`config.mk`:
```
export PLATFORM = sky130hd
export DESIGN_NAME = mu_job_sequencer
export DESIGN_NICKNAME = d
export VERILOG_FILES = /design/src/rtl/mu_seq_pkg.sv /design/src/rtl/mu_param_serializer.sv /design/src/rtl/mu_job_sequencer.sv
export SDC_FILE = /design/constraint.sdc
export NUM_CORES = 1
export LEC_CHECK = 0
export ABC_CLOCK_PERIOD_IN_PS = 2200
export CORE_AREA = 4 4 254 132
export CTS_CLUSTER_DIAMETER = 30
export DETAILED_ROUTE_END_ITERATION = 6
export DIE_AREA = 0 0 258 136
export GPL_TIMING_DRIVEN = 0
export HOLD_SLACK_MARGIN = 0.12
export PLACE_DENSITY = 0.82
export SLEW_MARGIN = 10
export SYNTH_ARGS = -nofsm -noshare
export SYNTH_HDL_FRONTEND = slang
export SYNTH_SLANG_ARGS = --single-unit
```
`constraint.sdc`:
```
create_clock -name clk -period 2.2 [get_ports clk]
set_input_delay 0.44 -clock clk [delete_from_list [all_inputs] [get_ports clk]]
set_output_delay 0.44 -clock clk [all_outputs]
set_load 0.005 [all_outputs]
```
`src/rtl/mu_seq_pkg.sv`:
```
// Shared types and default sizes for the MatrixUnit job sequencer.
package mu_seq_pkg;

  localparam int NUM_PARAMS_DEF = 8;
  localparam int PARAM_W_DEF    = 32;
  localparam int BEAT_W_DEF     = 16;

  typedef enum logic [2:0] {
    IDLE,
    LOAD,
    START,
    STREAM,
    WAIT_DONE
  } mu_seq_state_e;

endpackage

```
`src/rtl/mu_param_serializer.sv`:
```
// Captures a job's parameter words in parallel and presents them one at a time
// (word 0 first) on a registered valid/ready port.
module mu_param_serializer
  import mu_seq_pkg::*;
#(
  parameter int NUM_PARAMS = NUM_PARAMS_DEF,
  parameter int PARAM_W    = PARAM_W_DEF
) (
  input  logic                          clk,
  input  logic                          rstn,
  input  logic                          load,
  input  logic                          flush,
  input  logic [NUM_PARAMS*PARAM_W-1:0] par_in,
  output logic                          vld,
  input  logic                          rdy,
  output logic [PARAM_W-1:0]            dat,
  output logic                          last
);

  localparam int IDX_W = (NUM_PARAMS > 1) ? $clog2(NUM_PARAMS) : 1;
  localparam logic [IDX_W-1:0] LAST_IDX = IDX_W'(NUM_PARAMS - 1);

  logic [NUM_PARAMS*PARAM_W-1:0] par_reg;
  logic [IDX_W-1:0]              idx_reg;
  logic                          vld_reg;

  always_ff @(posedge clk or negedge rstn) begin
    if (!rstn) begin
      par_reg <= '0;
    end else if (load) begin
      par_reg <= par_in;
    end
  end

  // vld drops in the cycle after the last word is taken, so every word spends at least one cycle on the port
  always_ff @(posedge clk or negedge rstn) begin
    if (!rstn) begin
      vld_reg <= 1'b0;
      idx_reg <= '0;
    end else if (flush) begin
      vld_reg <= 1'b0;
      idx_reg <= '0;
    end else if (load) begin
      vld_reg <= 1'b1;
      idx_reg <= '0;
    end else if (vld_reg && rdy) begin
      if (idx_reg == LAST_IDX) begin
        vld_reg <= 1'b0;
        idx_reg <= '0;
      end else begin
        idx_reg <= idx_reg + IDX_W'(1);
      end
    end
  end

  assign vld  = vld_reg;
  assign last = (idx_reg == LAST_IDX);
  assign dat  = vld_reg ? par_reg[idx_reg*PARAM_W +: PARAM_W] : '0;

endmodule

```
`src/rtl/mu_job_sequencer.sv`:
```
// Runs one MatrixUnit job per request: parameter load, start, gated output
// stream towards Garnet, then the done handshake and a completion pulse.
module mu_job_sequencer
  import mu_seq_pkg::*;
#(
  parameter int NUM_PARAMS = NUM_PARAMS_DEF,
  parameter int PARAM_W    = PARAM_W_DEF,
  parameter int BEAT_W     = BEAT_W_DEF
) (
  input  logic                          clk,
  input  logic                          rstn,
  input  logic                          job_start,
  input  logic                          job_abort,
  input  logic [NUM_PARAMS*PARAM_W-1:0] job_params,
  input  logic [BEAT_W-1:0]             job_num_beats,
  output logic                          busy,
  output logic                          job_done,
  output logic                          err_early_done,
  output logic [BEAT_W-1:0]             beat_count,
  output logic                          params_vld,
  input  logic                          params_rdy,
  output logic [PARAM_W-1:0]            params_dat,
  output logic                          start_vld,
  input  logic                          start_rdy,
  input  logic                          done_vld,
  output logic                          done_rdy,
  input  logic                          mu_out_vld,
  output logic                          mu_out_rdy,
  output logic                          cgra_vld,
  input  logic                          cgra_rdy
);

  mu_seq_state_e     state_reg, state_next;
  logic [BEAT_W-1:0] num_beats_reg;
  logic [BEAT_W-1:0] beat_count_reg, beat_count_next;
  logic              err_reg, err_next;
  logic              job_done_reg, job_done_next;
  logic              capture, flush;
  logic              params_last, last_fire;
  logic              in_stream, beat, final_beat;

  mu_param_serializer #(
    .NUM_PARAMS (NUM_PARAMS),
    .PARAM_W    (PARAM_W)
  ) u_ser (
    .clk    (clk),
    .rstn   (rstn),
    .load   (capture),
    .flush  (flush),
    .par_in (job_params),
    .vld    (params_vld),
    .rdy    (params_rdy),
    .dat    (params_dat),
    .last   (params_last)
  );

  assign last_fire  = params_vld && params_rdy && params_last;
  assign in_stream  = (state_reg == STREAM);
  assign beat       = in_stream && mu_out_vld && cgra_rdy;
  assign final_beat = beat && (beat_count_reg == num_beats_reg - BEAT_W'(1));

  always_comb begin
    state_next      = state_reg;
    beat_count_next = beat_count_reg;
    err_next        = err_reg;
    job_done_next   = 1'b0;
    capture         = 1'b0;
    flush           = 1'b0;
    if (state_reg != IDLE && job_abort) begin
      state_next = IDLE;
      flush      = 1'b1;
    end else begin
      case (state_reg)
        IDLE: begin
          if (job_start) begin
            capture         = 1'b1;
            beat_count_next = '0;
            err_next        = 1'b0;
            state_next      = LOAD;
          end
        end
        LOAD: begin
          if (last_fire) state_next = START;
        end
        START: begin
          if (start_rdy) state_next = (num_beats_reg == '0) ? WAIT_DONE : STREAM;
        end
        STREAM: begin
          if (beat && beat_count_reg != '1) beat_count_next = beat_count_reg + BEAT_W'(1);
          // done coinciding with the final beat counts as a clean finish
          if (done_vld) begin
            state_next = IDLE;
            if (final_beat) job_done_next = 1'b1;
            else            err_next      = 1'b1;
          end else if (final_beat) begin
            state_next = WAIT_DONE;
          end
        end
        WAIT_DONE: begin
          if (done_vld) begin
            state_next    = IDLE;
            job_done_next = 1'b1;
          end
        end
        default: state_next = IDLE;
      endcase
    end
  end

  always_ff @(posedge clk or negedge rstn) begin
    if (!rstn) begin
      state_reg      <= IDLE;
      num_beats_reg  <= '0;
      beat_count_reg <= '0;
      err_reg        <= 1'b0;
      job_done_reg   <= 1'b0;
    end else begin
      state_reg      <= state_next;
      beat_count_reg <= beat_count_next;
      err_reg        <= err_next;
      job_done_reg   <= job_done_next;
      if (capture) num_beats_reg <= job_num_beats;
    end
  end

  assign busy           = (state_reg != IDLE);
  assign job_done       = job_done_reg;
  assign err_early_done = err_reg;
  assign beat_count     = beat_count_reg;
  assign start_vld      = (state_reg == START);
  assign done_rdy       = in_stream || (state_reg == WAIT_DONE);
  assign cgra_vld       = in_stream && mu_out_vld;
  assign mu_out_rdy     = in_stream && cgra_rdy;

endmodule
```
==> impl_metrics.csv, run 1 <==
group,metric,value,unit
status,status,"complete, but fails checks",
status,violations,"setup timing",
timing,timing.final.ws_setup,-0.564,ns
final_layout,nFillCells,2424,
power,max-vdd-ir-drop,0.734,mV
yosys,synthArstFlopShare,1.00,
placement,port_buffers,336,
final_layout,fin_area,20700,µm²
grt,grt_antenna_before_repair,8,
clocking,cts.path.max_buffers,3,
grt,busiest_layer,"met2",
floorplan,num_io_pins,337,
timing,setup_viol,53,
critical_path,path_class,"reg2out",
yosys,ys_seq_area_frac,0.522,
grt,grtUsageTotal,0.308,
final_layout,layout-drive-gt1-share,0.178,
clocking,root_buffer,"clkbuf_16",
yosys,ys_ff_latch,297,
timing,fmax,0.362,GHz
grt,grt_first_pass_wirelength,81.4,mm
yosys,synth_area_per_cell,9.17,µm²
timing,rsz0062_at_grt,"yes",
placement,dpl.hpwl,39.9,mm
grt,grt_start_max_net_pins,111,
clocking,clk_latency,0.56,ns
critical_path,required,1.76,ns
clocking,ctsHtreeMaxLevel,2,
critical_path,worstSetupEndpointType,"output port",
route,drcViolationCount,0,
grt,grt-ovfl-total,0,
timing,finalHoldViolations,0,
route,wire_per_inst,22.2,µm
final_layout,syn2layout_area_growth,45.8,%
timing,tightest_slew,0.598,ns
yosys,synth_fp_nets,1837,
grt,grt_use_met3,0.119,
yosys,synthFlopType,"dfrtp_1",
yosys,synthDistinctLibCells,54,
timing,max-slew-margin-rel,0.601,
floorplan,fp.coreArea,31300,µm²
clocking,cts.sinks,297,
yosys,syn-cell-area,14200,µm²
grt,grt_util_met1,0.420,
timing,finClkSkew,0.0273,ns
critical_path,crit_fanout,7,
route,drt-total-wl,54.6,mm
yosys,synth_edf_count,0,
floorplan,dieWidth,258,µm
yosys,ys_warn_count,0,
yosys,synthCells,1551,
floorplan,row_count,46,
floorplan,dieHeight,136,µm
critical_path,start_kind,"flip-flop",
floorplan,start_util,0.455,
power,p_per_area,1410,nW/µm²
placement,gp_congestion,0.966,
final_layout,largest_reg_flops,256,
route,drtIter0Drc,1320,
route,vias,13393,
power,power,29200,µW
route,ant_nets,0,
run,cap_violations,0,
critical_path,arrival,2.32,ns
grt,use_met2,0.455,
final_layout,nets,2275,
route,dr.pass1.iters,6,
clocking,cts.reportedPaths.clkPinSlew,0.06,ns
placement,place_area,18200,µm²
route,viasPerCell,5.44,
timing,slew_violations,0,
power,static-leakage-power,0.00998,µW
grt,grt_pass1_vias,13766,
placement,dp_slack,-1.03,ns
timing,finalCritPeriodShare,1.26,
min_path,min_path_type,"in2async",
clocking,numCtsBuffers,43,
floorplan,die-area,35100,µm²
timing,fin_crit,2.76,ns
clocking,cts_tree,"yes",
## per-layer routing
| layer | share of wire | vias to the layer above |
|---|---|---|
| li1 | - | 5934 |
| met1 | 0.42 | 6598 |
| met2 | 0.43 | 725 |
| met3 | 0.12 | 134 |
| met4 | 0.035 | 2 |
| met5 | 0.00026 | - |
## timing repair
item                       4_1_cts  5_1_grt
pin swaps                       15       23
setup endpoints to repair      324       64
resized for setup              290       74
setup buffers                   38       20
hold endpoints to repair        37        0
gates cloned                     4        1
hold buffers                     1        0
## where the power goes
part | internal [µW] | total [µW] | leakage, µW | switching (µW)
Combinational | 5500 | 12300 | 0.00553 | 6840
Clock | 4480 | 7370 | 0.000748 | 2880
Sequential | 7910 | 9500 | 0.00370 | 1590
## kinds of logic (layout without fill, tap and decap cells)
| group | count (synthesis) | count (layout) | share of synthesized area |
|---|---|---|---|
| muxes | 98 | 98 | 0.125 |
| other | 0 | 7 | 0 |
| AOI/OAI and AO/OA | 47 | 47 | 0.0244 |
| DFF | 297 | 297 | 0.522 |
| xor gates and xnor gates | 32 | 32 | 0.0197 |
| buffers and inverters | 105 | 577 | 0.0288 |
| adders and majority gates | 5 | 5 | 0.00440 |
| and+or+nand+nor | 967 | 967 | 0.275 |
## through the flow
stage / util / hold slack (ns) / instances / TNS (ns)
2_1_floorplan: - / 0.144 / 1551 / 0
3_3_place_gp: 0.580 / 0.452 / 2319 / -3706.16
3_5_place_dp: 0.583 / 0.334 / 2322 / -186.45
4_1_cts: 0.656 / 0.352 / 2440 / -17.54
5_1_grt: 0.664 / 0.372 / 2462 / -23.16
6_report: 0.664 / 0.347 / 2462 / -18.62
## cells in the mapped netlist (4+ instances only)
cell	n	share of area
xnor2_1	12	0.0074
a21oi_1	13	0.0046
inv_1	10	0.0026
mux2i_1	34	0.024
nor4_1	9	0.0040
nor2_1	26	0.0069
clkbuf_1	81	0.021
mux4_2	64	0.10
dfrtp_1	297	0.52
buf_1	7	0.0018
xor2_1	20	0.012
ha_1	5	0.0044
nor3_1	14	0.0049
nor2b_1	35	0.015
nand2_1	833	0.22
nand3_1	11	0.0039
nand4_1	8	0.0035
and4_1	4	0.0025
buf_2	6	0.0021
and3_1	7	0.0031
o21ai_0	9	0.0032
## cells in the final DEF, fill, tap and decap left out, types with 10 or more instances in the layout
cell type	instances
clkbuf_2	44
xor2_1	20
mux4_2	64
mux2i_1	34
buf_4	29
buf_12	11
xnor2_1	11
buf_6	23
clkbuf_1	21
buf_2	39
nor2b_1	35
inv_6	10
dfrtp_1	291
nand2_1	828
clkbuf_16	45
a21oi_1	11
nor2_1	20
clkdlybuf4s50_1	297
## worst paths after layout
kind	startpoint	to	slack (ns)	cells after the start
max	u_ser.idx_reg[0]	params_dat[27]	-0.56	7
min	rstn	u_ser.par_reg[59]	0.35	2
max reg2reg	state_reg[1]	beat_count[13]	-0.19	8
min reg2reg	u_ser.par_reg[42]	u_ser.par_reg[42]	0.47	2
max in group asynchronous	rstn	u_ser.par_reg[173]	0.41	5
min in group clk	job_params[252]	u_ser.par_reg[252]	0.41	3
## critical path, cell delays in order, from the launching register on
cell	delay [ns]
dfrtp_2	0.43
buf_12	0.17
buf_12	0.14
buf_6	0.10
mux4_2	0.54
mux2i_1	0.18
nor2b_1	0.08
buf_2	0.14
## cell type report
type	count	area [µm²]	share of cell area
buffer	88	567	0.0273
antenna	7	17.5	0.000844
tap	432	541	0.0261
timing repair buffer	400	3960	0.191
clock buffer	45	1100	0.0533
clock inverter	34	428	0.0206
multi-input combinational	1149	6660	0.321
inverter	10	37.5	0.00181
sequential	297	7440	0.359
Power figures use the tool's default switching activity.
==> run 2, diff against run 1 <==
--- a/config.mk
+++ b/config.mk
@@ -6,10 +6,10 @@
 export NUM_CORES = 1
 export LEC_CHECK = 0
 export ABC_CLOCK_PERIOD_IN_PS = 2200
-export CORE_AREA = 4 4 254 132
+export CORE_AREA = 2 2 252 130
 export CTS_CLUSTER_DIAMETER = 30
 export DETAILED_ROUTE_END_ITERATION = 6
-export DIE_AREA = 0 0 258 136
+export DIE_AREA = 0 0 254 132
 export GPL_TIMING_DRIVEN = 0
 export HOLD_SLACK_MARGIN = 0.12
 export PLACE_DENSITY = 0.82
==> run 2 against run 1 <==
  * The run still ends with setup timing left
  * Largest cell class unchanged
  * Critical endpoint is now params_dat[19]
  * First-iteration DRC count grew 14%
  * Critical path type unchanged
  * Die area shrank 4.4%
  * Largest power group unchanged
  * Clock skew shrank 0.010 ns
==> impl_metrics.csv, run 2 (synthesis results as in run 1) <==
group,metric,value,unit
power,seqPwrFrac,0.329,
min_path,min_path_cells,3,
grt,grt_start_max_net_pins,107,
route,viasPerCell,5.47,
power,pwr-share-comb,0.426,
final_layout,largest_reg_flops,256,
final_layout,fin_area,20700,µm²
grt,grt_first_pass_wirelength,81.6,mm
critical_path,path_class,"reg2out",
critical_path,start_kind,"flip-flop",
timing,fin_setup_tns,-19.18,ns
critical_path,cp_top_family,"multiplexers",
power,p_per_area,1410,nW/µm²
critical_path,r2r_start,"state_reg[0]",
floorplan,fp.coreArea,31200,µm²
clocking,cts.path.max_buffers,3,
power,power_switching_share,0.390,
power,clock_power_share,0.245,
route,ant_nets,0,
critical_path,cpMostUsedCell,"buf_12",
grt,grt-ovfl-total,0,
route,drt-total-wl,54.5,mm
clocking,numCtsBuffers,43,
critical_path,arrival,2.38,ns
critical_path,crit_chain,"clkbuf_16 -> buf_12 -> buf_12 -> mux4_2 -> mux2i_2 -> nor2b_1 -> buf_2",
placement,gp_congestion,0.968,
critical_path,r2r_cells,7,
power,internal_power,17700,µW
timing,fin_crit,2.82,ns
timing,finalCritPeriodShare,1.28,
placement,place_area,18200,µm²
timing,finClkSkew,0.0173,ns
status,violations,"setup timing",
route,drtIter0Drc,1503,
critical_path,rr_endpoint,"beat_count[9]",
final_layout,final_cell_mix,"nand2_1 (829), clkdlybuf4s50_1 (298), dfrtp_1 (291), mux4_2 (64), clkbuf_2 (58)",
min_path,worstHoldStart,"job_params[190]",
floorplan,start_util,0.456,
timing,fmax,0.354,GHz
critical_path,required,1.76,ns
floorplan,dieHeight,132,µm
critical_path,critical-path-slowest-cell,"mux4_2",
timing,rsz0062_at_grt,"yes",
min_path,min_path_type,"in2reg",
clocking,ctsHtreeMaxLevel,2,
floorplan,row_count,46,
final_layout,layout-drive-gt1-share,0.187,
route,vias,13457,
timing,timing.final.ws_setup,-0.623,ns
floorplan,die-area,33500,µm²
final_layout,syn2layout_area_growth,45.3,%
route,wire_per_inst,22.1,µm
timing,max-slew-margin-rel,0.610,
final_layout,layout_commonest_cell,"nand2_1",
critical_path,crit_fanout,4,
grt,grt_antenna_before_repair,7,
final_layout,nets,2274,
grt,grtUsageTotal,0.326,
critical_path,critPathBufInv,4,
timing,tightest_slew,0.585,ns
route,dr.pass1.iters,6,
min_path,whs_endpoint,"u_ser.par_reg[190]",
clocking,cts.sinks,297,
final_layout,nFillCells,2511,
power,switching_power,11300,µW
floorplan,num_io_pins,337,
grt,grt_pass1_vias,13711,
critical_path,reg2reg_slack,-0.16,ns
clocking,clk_latency,0.55,ns
timing,slew_violations,0,
status,status,"complete, but fails checks",
clocking,cts.reportedPaths.clkPinSlew,0.06,ns
route,drcViolationCount,0,
critical_path,worstSetupEndpointType,"output port",
placement,port_buffers,336,
floorplan,dieWidth,254,µm
power,static-leakage-power,0.00997,µW
critical_path,cpPeakStageDelay,0.59,ns
power,max-vdd-ir-drop,0.681,mV
placement,dpl.hpwl,39.4,mm
run,cap_violations,0,
clocking,root_buffer,"clkbuf_16",
timing,setup_viol,51,
timing,finalHoldViolations,0,
clocking,cts_tree,"yes",
==> run 2: changes by cell type in the layout (fill, tap and decap cells not counted), sizes merged <==
cell | previous run | this run
buf | 111 | 109
bufinv | 6 | 4
clkbuf | 120 | 125
clkdlybuf4s15 | 2 | 0
clkdlybuf4s50 | 297 | 298
clkinv | 11 | 10
dlygate4sd2 | 1 | 2
inv | 24 | 23
==> run 2: per-layer routing <==
metal  routed length [µm]  global-route usage
met2                23300               0.476
met3                 6040              0.0873
met4                 1780              0.0990
met1                23300               0.478
met5                    0                   0
==> run 2: tightest hold or removal path, stage by stage <==
cell	delay, ns
clkdlybuf4s50_1	0.40
nand2_1	0.06
nand2_1	0.04
==> run 2: cell type report <==
| cell class | instances | area (µm²) | share of cell area |
|---|---|---|---|
| Inverter | 10 | 37.5 | 0.00182 |
| Antenna cell | 7 | 17.5 | 0.000847 |
| Clock buffer | 49 | 1130 | 0.0546 |
| Timing Repair Buffer | 399 | 3930 | 0.190 |
| Tap cell | 432 | 541 | 0.0261 |
| Sequential cell | 297 | 7440 | 0.360 |
| Buffer | 88 | 558 | 0.0270 |
| Clock inverter | 30 | 337 | 0.0163 |
| Multi-Input combinational cell | 1149 | 6690 | 0.323 |
==> run 2: power groups by stage <==
| stage | combinational (µW) | clock, µW | sequential, µW |
|---|---|---|---|
| final | 12400 | 7110 | 9570 |
| after global routing | 13400 | 7400 | 9800 |
| after CTS | 11900 | 7140 | 9470 |
| after detailed placement | 10900 | 0 | 9410 |
| after global placement | 10500 | 0 | 9310 |
| after floorplan | 6530 | 0 | 8860 |
==> run 2: repair_timing <==
action                                  4_1_cts  5_1_grt
resized for setup                           277      118
hold buffers                                  1        0
pin swaps                                    12       22
endpoints found under the hold margin       105        0
cloned                                        4        1
endpoints found under the setup margin      324      315
buffers inserted                             46       14
==> run 2: through the flow <==
step                utilization  setup slack [ns]  total power, µW  cells  hold slack (ns)
floorplan                     -            0.0146            15400   1551            0.144
global placement          0.581            -12.01            19900   2319            0.453
detailed placement        0.583             -1.02            20300   2321            0.458
CTS                       0.655            -0.672            28500   2445            0.399
global route              0.663            -0.697            30600   2460            0.415
finish                    0.663            -0.623            29100   2461            0.418
==> run 2: how the worst max path moves through the flow <==
stage | start | end | depth (start not counted)
after detailed placement | u_ser.idx_reg[1] | params_dat[1] | 6
after CTS | u_ser.idx_reg[0] | params_dat[6] | 8
after global routing | u_ser.idx_reg[0] | params_dat[19] | 7
after floorplan | num_beats_reg[0] | err_early_done | 8
after global placement | rstn | u_ser.par_reg[140] | 1
final | u_ser.idx_reg[0] | params_dat[19] | 7
==> run 3, diff against run 2 <==
--- a/config.mk
+++ b/config.mk
@@ -6,6 +6,7 @@
 export NUM_CORES = 1
 export LEC_CHECK = 0
 export ABC_CLOCK_PERIOD_IN_PS = 2200
+export CAP_MARGIN = 20
 export CORE_AREA = 2 2 252 130
 export CTS_CLUSTER_DIAMETER = 30
 export DETAILED_ROUTE_END_ITERATION = 6
==> results of run 3 <==
No change in the layout: final DEF, timing and power equal those of run 2.
